### src/rtl/mem_bus_master_if.sv
// mem_bus_master_if: bundles the CPU request/response channel and the word-wide
// 4-phase memory bus (addr/data/ren/wen/ack) seen by mem_bus_master.
// The master modport is the initiator; the slave modport is the CPU/responder side.
interface mem_bus_master_if;
  // CPU load/store request
  logic        req_valid;
  logic        req_ready;
  logic        req_we;
  logic [1:0]  req_size;
  logic        req_signed;
  logic [31:0] req_addr;
  logic [31:0] req_wdata;
  // CPU completion
  logic        resp_valid;
  logic [31:0] resp_rdata;
  logic        resp_err;
  // Memory bus
  logic [31:0] bus_addr;
  logic [31:0] bus_wdata;
  logic        bus_ren;
  logic        bus_wen;
  logic        bus_ack;
  logic [31:0] bus_rdata;

  modport master (
    input  req_valid, req_we, req_size, req_signed, req_addr, req_wdata,
    output req_ready,
    output resp_valid, resp_rdata, resp_err,
    output bus_addr, bus_wdata, bus_ren, bus_wen,
    input  bus_ack, bus_rdata
  );

  modport slave (
    output req_valid, req_we, req_size, req_signed, req_addr, req_wdata,
    input  req_ready,
    input  resp_valid, resp_rdata, resp_err,
    input  bus_addr, bus_wdata, bus_ren, bus_wen,
    output bus_ack, bus_rdata
  );
endinterface

### src/rtl/mem_bus_master.sv
// mem_bus_master: CPU-side initiator for the word-wide 4-phase memory bus.
// One load/store at a time; sign/zero extension on loads; sub-word stores are
// done as read-modify-write because the bus only writes whole words.
// Optional feature: define MEM_MASTER_TIMEOUT_EN to abandon a strobe that has
// waited TIMEOUT_CYCLES cycles for bus_ack and complete with resp_err=1.
module mem_bus_master #(
  parameter int TIMEOUT_CYCLES = 1024
) (
  input logic              clk,
  input logic              rst,
  mem_bus_master_if.master mbus
);

  localparam logic [2:0] IDLE   = 3'd0;
  localparam logic [2:0] ACKLOW = 3'd1;
  localparam logic [2:0] RD_REQ = 3'd2;
  localparam logic [2:0] RD_REL = 3'd3;
  localparam logic [2:0] MERGE  = 3'd4;
  localparam logic [2:0] WR_REQ = 3'd5;
  localparam logic [2:0] WR_REL = 3'd6;
  localparam logic [2:0] RESP   = 3'd7;

  logic [2:0]  state_reg, state_next;
  logic        req_ready_reg;
  logic        bus_ren_reg, bus_wen_reg;
  logic        we_reg, signed_reg, err_reg;
  logic [1:0]  size_reg;
  logic [31:0] addr_reg, wdata_reg;
  logic [31:0] rdata_word_reg, bus_wdata_reg;

  logic        accept, misaligned, timeout_hit;
  logic [7:0]  lane_byte;
  logic [15:0] lane_half;
  logic [31:0] load_ext, store_rep, merged_word;
  logic [3:0]  lane_en;

  assign accept = mbus.req_valid && req_ready_reg;

  // Alignment check on the incoming request (size 11 behaves as a word)
  always_comb begin
    misaligned = 1'b0;
    if (mbus.req_size == 2'b01) begin
      misaligned = mbus.req_addr[0];
    end else if (mbus.req_size[1]) begin
      misaligned = |mbus.req_addr[1:0];
    end
  end

`ifdef MEM_MASTER_TIMEOUT_EN
  localparam int TMO_W = $clog2(TIMEOUT_CYCLES + 1);
  logic [TMO_W-1:0] tmo_cnt_reg;
  logic             in_req;

  assign in_req      = (state_reg == RD_REQ) || (state_reg == WR_REQ);
  assign timeout_hit = in_req && !mbus.bus_ack &&
                       (tmo_cnt_reg == TMO_W'(TIMEOUT_CYCLES - 1));

  // Cycles spent holding the current strobe; restarts on every entry to a REQ state
  always_ff @(posedge clk or posedge rst) begin
    if (rst) begin
      tmo_cnt_reg <= '0;
    end else if (in_req && (state_next == state_reg)) begin
      tmo_cnt_reg <= tmo_cnt_reg + 1'b1;
    end else begin
      tmo_cnt_reg <= '0;
    end
  end
`else
  logic unused_timeout;
  assign unused_timeout = ^TIMEOUT_CYCLES;
  assign timeout_hit    = 1'b0;
`endif

  // Transaction sequencing
  always_comb begin
    state_next = state_reg;
    case (state_reg)
      IDLE:   if (accept) state_next = misaligned ? RESP : ACKLOW;
      // A stale ack from the previous transaction must clear before any strobe rises
      ACKLOW: if (!mbus.bus_ack) state_next = (we_reg && size_reg[1]) ? WR_REQ : RD_REQ;
      RD_REQ: begin
        if (mbus.bus_ack)     state_next = RD_REL;
        else if (timeout_hit) state_next = RESP;
      end
      RD_REL: if (!mbus.bus_ack) state_next = we_reg ? MERGE : RESP;
      MERGE:  state_next = WR_REQ;
      WR_REQ: begin
        if (mbus.bus_ack)     state_next = WR_REL;
        else if (timeout_hit) state_next = RESP;
      end
      WR_REL: if (!mbus.bus_ack) state_next = RESP;
      RESP:   state_next = IDLE;
      default: state_next = IDLE;
    endcase
  end

  // State plus registered strobes/ready, all derived from the next state
  always_ff @(posedge clk or posedge rst) begin
    if (rst) begin
      state_reg     <= IDLE;
      req_ready_reg <= 1'b0;
      bus_ren_reg   <= 1'b0;
      bus_wen_reg   <= 1'b0;
    end else begin
      state_reg     <= state_next;
      req_ready_reg <= (state_next == IDLE);
      bus_ren_reg   <= (state_next == RD_REQ);
      bus_wen_reg   <= (state_next == WR_REQ);
    end
  end

  // Request capture, read-word latch and write-word staging
  always_ff @(posedge clk or posedge rst) begin
    if (rst) begin
      addr_reg       <= '0;
      wdata_reg      <= '0;
      we_reg         <= 1'b0;
      size_reg       <= 2'b00;
      signed_reg     <= 1'b0;
      err_reg        <= 1'b0;
      rdata_word_reg <= '0;
      bus_wdata_reg  <= '0;
    end else begin
      if (accept) begin
        addr_reg   <= mbus.req_addr;
        wdata_reg  <= mbus.req_wdata;
        we_reg     <= mbus.req_we;
        size_reg   <= mbus.req_size;
        signed_reg <= mbus.req_signed;
        err_reg    <= misaligned;
      end
      if (timeout_hit) begin
        err_reg <= 1'b1;
      end
      if ((state_reg == RD_REQ) && mbus.bus_ack) begin
        rdata_word_reg <= mbus.bus_rdata;
      end
      if ((state_reg == ACKLOW) && !mbus.bus_ack && we_reg && size_reg[1]) begin
        bus_wdata_reg <= wdata_reg;
      end
      if (state_reg == MERGE) begin
        bus_wdata_reg <= merged_word;
      end
    end
  end

  // Load lane selection and extension (little-endian lanes)
  always_comb begin
    lane_byte = rdata_word_reg[{addr_reg[1:0], 3'b000} +: 8];
    lane_half = addr_reg[1] ? rdata_word_reg[31:16] : rdata_word_reg[15:0];
    if (size_reg[1]) begin
      load_ext = rdata_word_reg;
    end else if (size_reg[0]) begin
      load_ext = {{16{signed_reg & lane_half[15]}}, lane_half};
    end else begin
      load_ext = {{24{signed_reg & lane_byte[7]}}, lane_byte};
    end
  end

  // Store lane enables and store data replicated onto every lane
  always_comb begin
    lane_en   = 4'b1111;
    store_rep = wdata_reg;
    if (!size_reg[1]) begin
      if (size_reg[0]) begin
        lane_en   = addr_reg[1] ? 4'b1100 : 4'b0011;
        store_rep = {2{wdata_reg[15:0]}};
      end else begin
        lane_en   = 4'b0001 << addr_reg[1:0];
        store_rep = {4{wdata_reg[7:0]}};
      end
    end
  end

  genvar gi;
  generate
    for (gi = 0; gi < 4; gi++) begin : g_lane
      assign merged_word[8*gi +: 8] = lane_en[gi] ? store_rep[8*gi +: 8]
                                                  : rdata_word_reg[8*gi +: 8];
    end
  endgenerate

  assign mbus.req_ready  = req_ready_reg;
  assign mbus.resp_valid = (state_reg == RESP);
  assign mbus.resp_err   = (state_reg == RESP) && err_reg;
  assign mbus.resp_rdata = ((state_reg == RESP) && !err_reg && !we_reg) ? load_ext : 32'h0;
  assign mbus.bus_addr   = {addr_reg[31:2], 2'b00};
  assign mbus.bus_wdata  = bus_wdata_reg;
  assign mbus.bus_ren    = bus_ren_reg;
  assign mbus.bus_wen    = bus_wen_reg;

endmodule

### src/flat_wrapper.sv
// flat-port wrapper written by rule: the top's interface ports become plain ports
module mem_bus_master_flat 
#(
  parameter int TIMEOUT_CYCLES = 1024
)
  (clk, rst, mbus_req_valid, mbus_req_we, mbus_req_size, mbus_req_signed, mbus_req_addr, mbus_req_wdata, mbus_req_ready, mbus_resp_valid, mbus_resp_rdata, mbus_resp_err, mbus_bus_addr, mbus_bus_wdata, mbus_bus_ren, mbus_bus_wen, mbus_bus_ack, mbus_bus_rdata);
  mem_bus_master_if mbus_i ();
  input logic clk;
  input logic rst;
  input wire logic [$bits(mbus_i.req_valid)-1:0] mbus_req_valid;
  input wire logic [$bits(mbus_i.req_we)-1:0] mbus_req_we;
  input wire logic [$bits(mbus_i.req_size)-1:0] mbus_req_size;
  input wire logic [$bits(mbus_i.req_signed)-1:0] mbus_req_signed;
  input wire logic [$bits(mbus_i.req_addr)-1:0] mbus_req_addr;
  input wire logic [$bits(mbus_i.req_wdata)-1:0] mbus_req_wdata;
  output wire logic [$bits(mbus_i.req_ready)-1:0] mbus_req_ready;
  output wire logic [$bits(mbus_i.resp_valid)-1:0] mbus_resp_valid;
  output wire logic [$bits(mbus_i.resp_rdata)-1:0] mbus_resp_rdata;
  output wire logic [$bits(mbus_i.resp_err)-1:0] mbus_resp_err;
  output wire logic [$bits(mbus_i.bus_addr)-1:0] mbus_bus_addr;
  output wire logic [$bits(mbus_i.bus_wdata)-1:0] mbus_bus_wdata;
  output wire logic [$bits(mbus_i.bus_ren)-1:0] mbus_bus_ren;
  output wire logic [$bits(mbus_i.bus_wen)-1:0] mbus_bus_wen;
  input wire logic [$bits(mbus_i.bus_ack)-1:0] mbus_bus_ack;
  input wire logic [$bits(mbus_i.bus_rdata)-1:0] mbus_bus_rdata;
  assign mbus_i.req_valid = mbus_req_valid;
  assign mbus_i.req_we = mbus_req_we;
  assign mbus_i.req_size = mbus_req_size;
  assign mbus_i.req_signed = mbus_req_signed;
  assign mbus_i.req_addr = mbus_req_addr;
  assign mbus_i.req_wdata = mbus_req_wdata;
  assign mbus_req_ready = mbus_i.req_ready;
  assign mbus_resp_valid = mbus_i.resp_valid;
  assign mbus_resp_rdata = mbus_i.resp_rdata;
  assign mbus_resp_err = mbus_i.resp_err;
  assign mbus_bus_addr = mbus_i.bus_addr;
  assign mbus_bus_wdata = mbus_i.bus_wdata;
  assign mbus_bus_ren = mbus_i.bus_ren;
  assign mbus_bus_wen = mbus_i.bus_wen;
  assign mbus_i.bus_ack = mbus_bus_ack;
  assign mbus_i.bus_rdata = mbus_bus_rdata;
  mem_bus_master #(.TIMEOUT_CYCLES(TIMEOUT_CYCLES)) u_core (.clk(clk), .rst(rst), .mbus(mbus_i));
endmodule
### config.mk
export PLATFORM = sky130hd
export DESIGN_NAME = mem_bus_master_flat
export DESIGN_NICKNAME = d
export VERILOG_FILES = /design/src/rtl/mem_bus_master_if.sv /design/src/rtl/mem_bus_master.sv /design/src/flat_wrapper.sv
export SDC_FILE = /design/constraint.sdc
export NUM_CORES = 1
export LEC_CHECK = 0
export CORE_MARGIN = 1
export CORE_UTILIZATION = 48
export DETAILED_ROUTE_END_ITERATION = 12
export GPL_TIMING_DRIVEN = 0
export HOLD_SLACK_MARGIN = 0.15
export MAX_ROUTING_LAYER = met4
export PLACE_DENSITY = 0.81
export SLEW_MARGIN = 10
export SYNTH_ARGS = -nofsm -noshare
export SYNTH_HDL_FRONTEND = slang
export SYNTH_SLANG_ARGS = --single-unit
### constraint.sdc
create_clock -name clk -period 6.3 [get_ports clk]
set_input_delay 1.575 -clock clk [delete_from_list [all_inputs] [get_ports clk]]
set_output_delay 1.575 -clock clk [all_outputs]
set_load 0.02 [all_outputs]
==> summary.txt <==
Outcome
  • Outcome: finished clean

Floorplan
  • # rows: 43
  • Die height: 123 um
  • Die area: 15,200 um2
  • Core outline area: 14,100 um2
  • Die X: 123 um
  • Initial Utilization: 0.500
  • Boundary Pins: 205

Clock network
  • Worst-Skew Late Latency: around 430 ps
  • Clock buffer depth: 2
  • CTS tree: yes
  • # H-tree levels: 4
  • CTS resizes: 0
  • TritonCTS buffer count: 17
  • Post-CTS setup buffer count: 0
  • Cts hold-fix bufs: 0
  • # clock sinks: between 100 and 150
  • Root Buffer: clkbuf_16
  • CTS clk-pin slew, worst paths: 50 ps

Timing
  • Tmin final: approximately 4600 ps
  • Setup WS post-layout: 1710 ps
  • Clk_skew: 8.98 ps
  • Worst-margin pin slew: 812 ps
  • Hold Slack: 504 ps
  • RSZ-0062 raised after global routing: no
  • Final Setup Violations: 0
  • Slew HR: 0.458
  • Period utilisation layout: 0.728
  • Max Fclk: 0.218 GHz
  • Final Slew Violations: 0
  • Hold Violations, Final: 0

Global route
  • Initial antenna violation count: 0
  • Vias in the first global route: about 6,000
  • GRT Total Usage: 0.297
  • Grt ovf: 0
  • First-pass GRT wire length: 32,300 um
  • Largest net degree at the start of global routing: 79

Yosys
  • Yosys cell types: 55
  • Post-synth top area cell: dfrtp_1
  • Share of flip-flops with an asynchronous set or reset: 1.00
  • Mapped Cells: 604
  • Synth top area share: 0.492
  • Yosys warning total: 0
  • Number of flops mapped to enable cells by yosys: 0
  • Most common cell in the netlist: dfrtp_1
  • Top_reg_cell synth: dfrtp_1
  • Syn_area_per_cell: 11.7 um2
  • Sequential fraction of the synthesis area: 0.492
  • Seq cells post-synth: about 140
  • Synth area leaders: dfrtp_1 (49%), mux2_2 (18%), buf_4 (3.5%)
  • Cell Area, Synth: 7070 um2
  • Most frequent cells after synthesis: dfrtp_1 (139), mux2_2 (113), nand2_1 (45)

Setup path
  • R2R Path End: u_core.mbus.bus_wdata[25]
  • Worst reg2reg startpoint: u_core.state_reg[0]
  • Critical Path Source Type: flop
  • Reg2reg setup slack: 4110 ps
  • Crit path top cell by count: clkbuf_1
  • Slowest cell delay on critical path: 720 ps
  • Crit path DAT: 3010 ps
  • Req. time, crit path: ~4700 ps
  • Max FO, Critical Path: 10
  • Slowest stage cell, crit path: clkdlybuf4s50_1
  • Crit path kind: flop to output pin
  • Setup crit end kind: output pin
  • Stages on worst setup path: 5
  • Worst-case reg-to-reg path depth: 6
  • CP delay by family, top: buffers and inverters
  • CP cell instances: clkbuf_1 -> clkbuf_1 -> a22oi_1 -> o31ai_1 -> clkdlybuf4s50_1
  • Worst path buffer plus inverter count: 3

Final layout
  • Layout fillers: 1,030
  • Nets@finish: 931
  • Layout Cells excl Fill: 1,017
  • P&R area growth vs syn: 40.3%
  • Share of post-route cells with drive strength above 1: 0.249
  • Ant diodes: 0

Pwr
  • Combinational group share of total power: 0.476
  • Peak supply drop: 0.314 mV
  • PD cells: roughly 530 nW/um2
  • Power Internal: 3.25 mW
  • Leakage: a little over 4 nW
  • Switching part of the total: 0.380
  • Flop pwr share: 0.339
  • Clk pwr share: 0.185
  • Switching power: 1.99 mW
  • Overall power: 5.25 mW

Route
  • Ratio of routed vias to standard cells: around 5.7
  • Total wire length: just over 20,000 um
  • TritonRoute pass-1 iters: 5
  • Post-route ant nets: 0
  • Routed vias: 5,804
  • Residual DRC count: 0
  • Initial DRC count: around 570
  • WL/cell: 20.4 um

Worst hold path
  • Hold wc startpoint: u_core.addr_reg[21]
  • Worst Hold Path Cells: 1
  • Hold endpoint: u_core.addr_reg[21]
  • Hold Crit Class: flop to flop

Job
  • Max Cap Violations: 0

Placement
  • DP Cell Count: about 990
  • Port bufs: 202
  • Detail Placement HPWL: 15,700 um
  • Gpl congestion: between 0.9 and 1
  • Pre-CTS WS: between 2000 and 2500 ps
## layout by cell type (no fill, tap or decap), drive strengths merged, types with 3 or more instances in the layout
| master | count |
|---|---|
| and3 | 6 |
| o22ai | 13 |
| and3b | 3 |
| nor4b | 9 |
| buf | 53 |
| a21boi | 9 |
| a22oi | 7 |
| nand2b | 7 |
| nor2 | 3 |
| a221o | 23 |
| inv | 6 |
| o31ai | 3 |
| clkbuf | 44 |
| clkinvlp | 3 |
| o21ai | 30 |
| nor3 | 20 |
| nand2 | 45 |
| mux2i | 19 |
| mux2 | 113 |
| a21oi | 15 |
| nor3b | 4 |
| dfrtp | 139 |
| nor2b | 21 |
| nand3 | 5 |
| clkdlybuf4s50 | 202 |
## metrics by stage
stage          setup TNS, ps  utilization  cell area [um2]
4_1_cts                    0        0.701             9920
5_1_grt                    0        0.701             9920
6_report                   0        0.701             9920
3_5_place_dp               0        0.661             9350
2_1_floorplan              0            -             7070
3_3_place_gp          -94010        0.659             9320
## power by group through the flow
| stage | Sequential [mW] | Combinational (mW) | Clock (mW) |
|---|---|---|---|
| 2_1_floorplan | 1.71 | 1.56 | 0 |
| 3_3_place_gp | 1.76 | 2.41 | 0 |
| 3_5_place_dp | 1.78 | 2.48 | 0 |
| 4_1_cts | 1.77 | 2.50 | 0.979 |
| 5_1_grt | 1.82 | 2.67 | 1.03 |
| 6_report | 1.78 | 2.50 | 0.972 |
## routing by layer
layer	track usage	routed length, um	vias up
li1	-	-	2614
met1	0.373	8640	2869
met2	0.476	10200	286
met3	0.0715	1580	35
met4	0.0911	380	0
met5	-	0	-
## final cells by class
| type | count | area (um2) | area share |
|---|---|---|---|
| multi-input combinational | 386 | 3130 | 0.315 |
| inverter | 6 | 27.5 | 0.00277 |
| tap | 180 | 225 | 0.0227 |
| sequential | 139 | 3480 | 0.351 |
| clock inverter | 7 | 92.6 | 0.00933 |
| timing repair buffer | 203 | 2050 | 0.207 |
| buffer | 74 | 444 | 0.0448 |
| clock buffer | 22 | 474 | 0.0478 |
## kinds of logic (layout without fill, tap and decap cells)
group | count (synthesis) | after routing | share of synthesized area
AO/OA/AOI/OAI | 115 | 115 | 0.121
buffers and inverters | 80 | 312 | 0.0660
flip-flops | 139 | 139 | 0.492
multiplexers | 134 | 134 | 0.214
other | 1 | 2 | 0.000530
AND/OR/NAND/NOR | 135 | 135 | 0.107
## how the worst max path moves through the flow
| stage | start | end | slack, ps |
|---|---|---|---|
| after floorplan | rst | u_core.addr_reg[0] | 1000 |
| after global placement | rst | u_core.wdata_reg[29] | -690 |
| after detailed placement | u_core.size_reg[1] | mbus_resp_rdata[5] | 2270 |
| after CTS | u_core.addr_reg[1] | mbus_resp_rdata[0] | 1740 |
| after global routing | u_core.addr_reg[1] | mbus_resp_rdata[0] | 1470 |
| final | u_core.addr_reg[1] | mbus_resp_rdata[0] | 1710 |
## worst register-to-register path, cell delays in order, from the launching register on
cell	delay, ps
dfrtp_1	470
buf_2	220
nor3b_1	680
buf_2	330
nand2_1	80
mux2i_1	210
a221o_1	140
(Power assumes the default switching activity.)
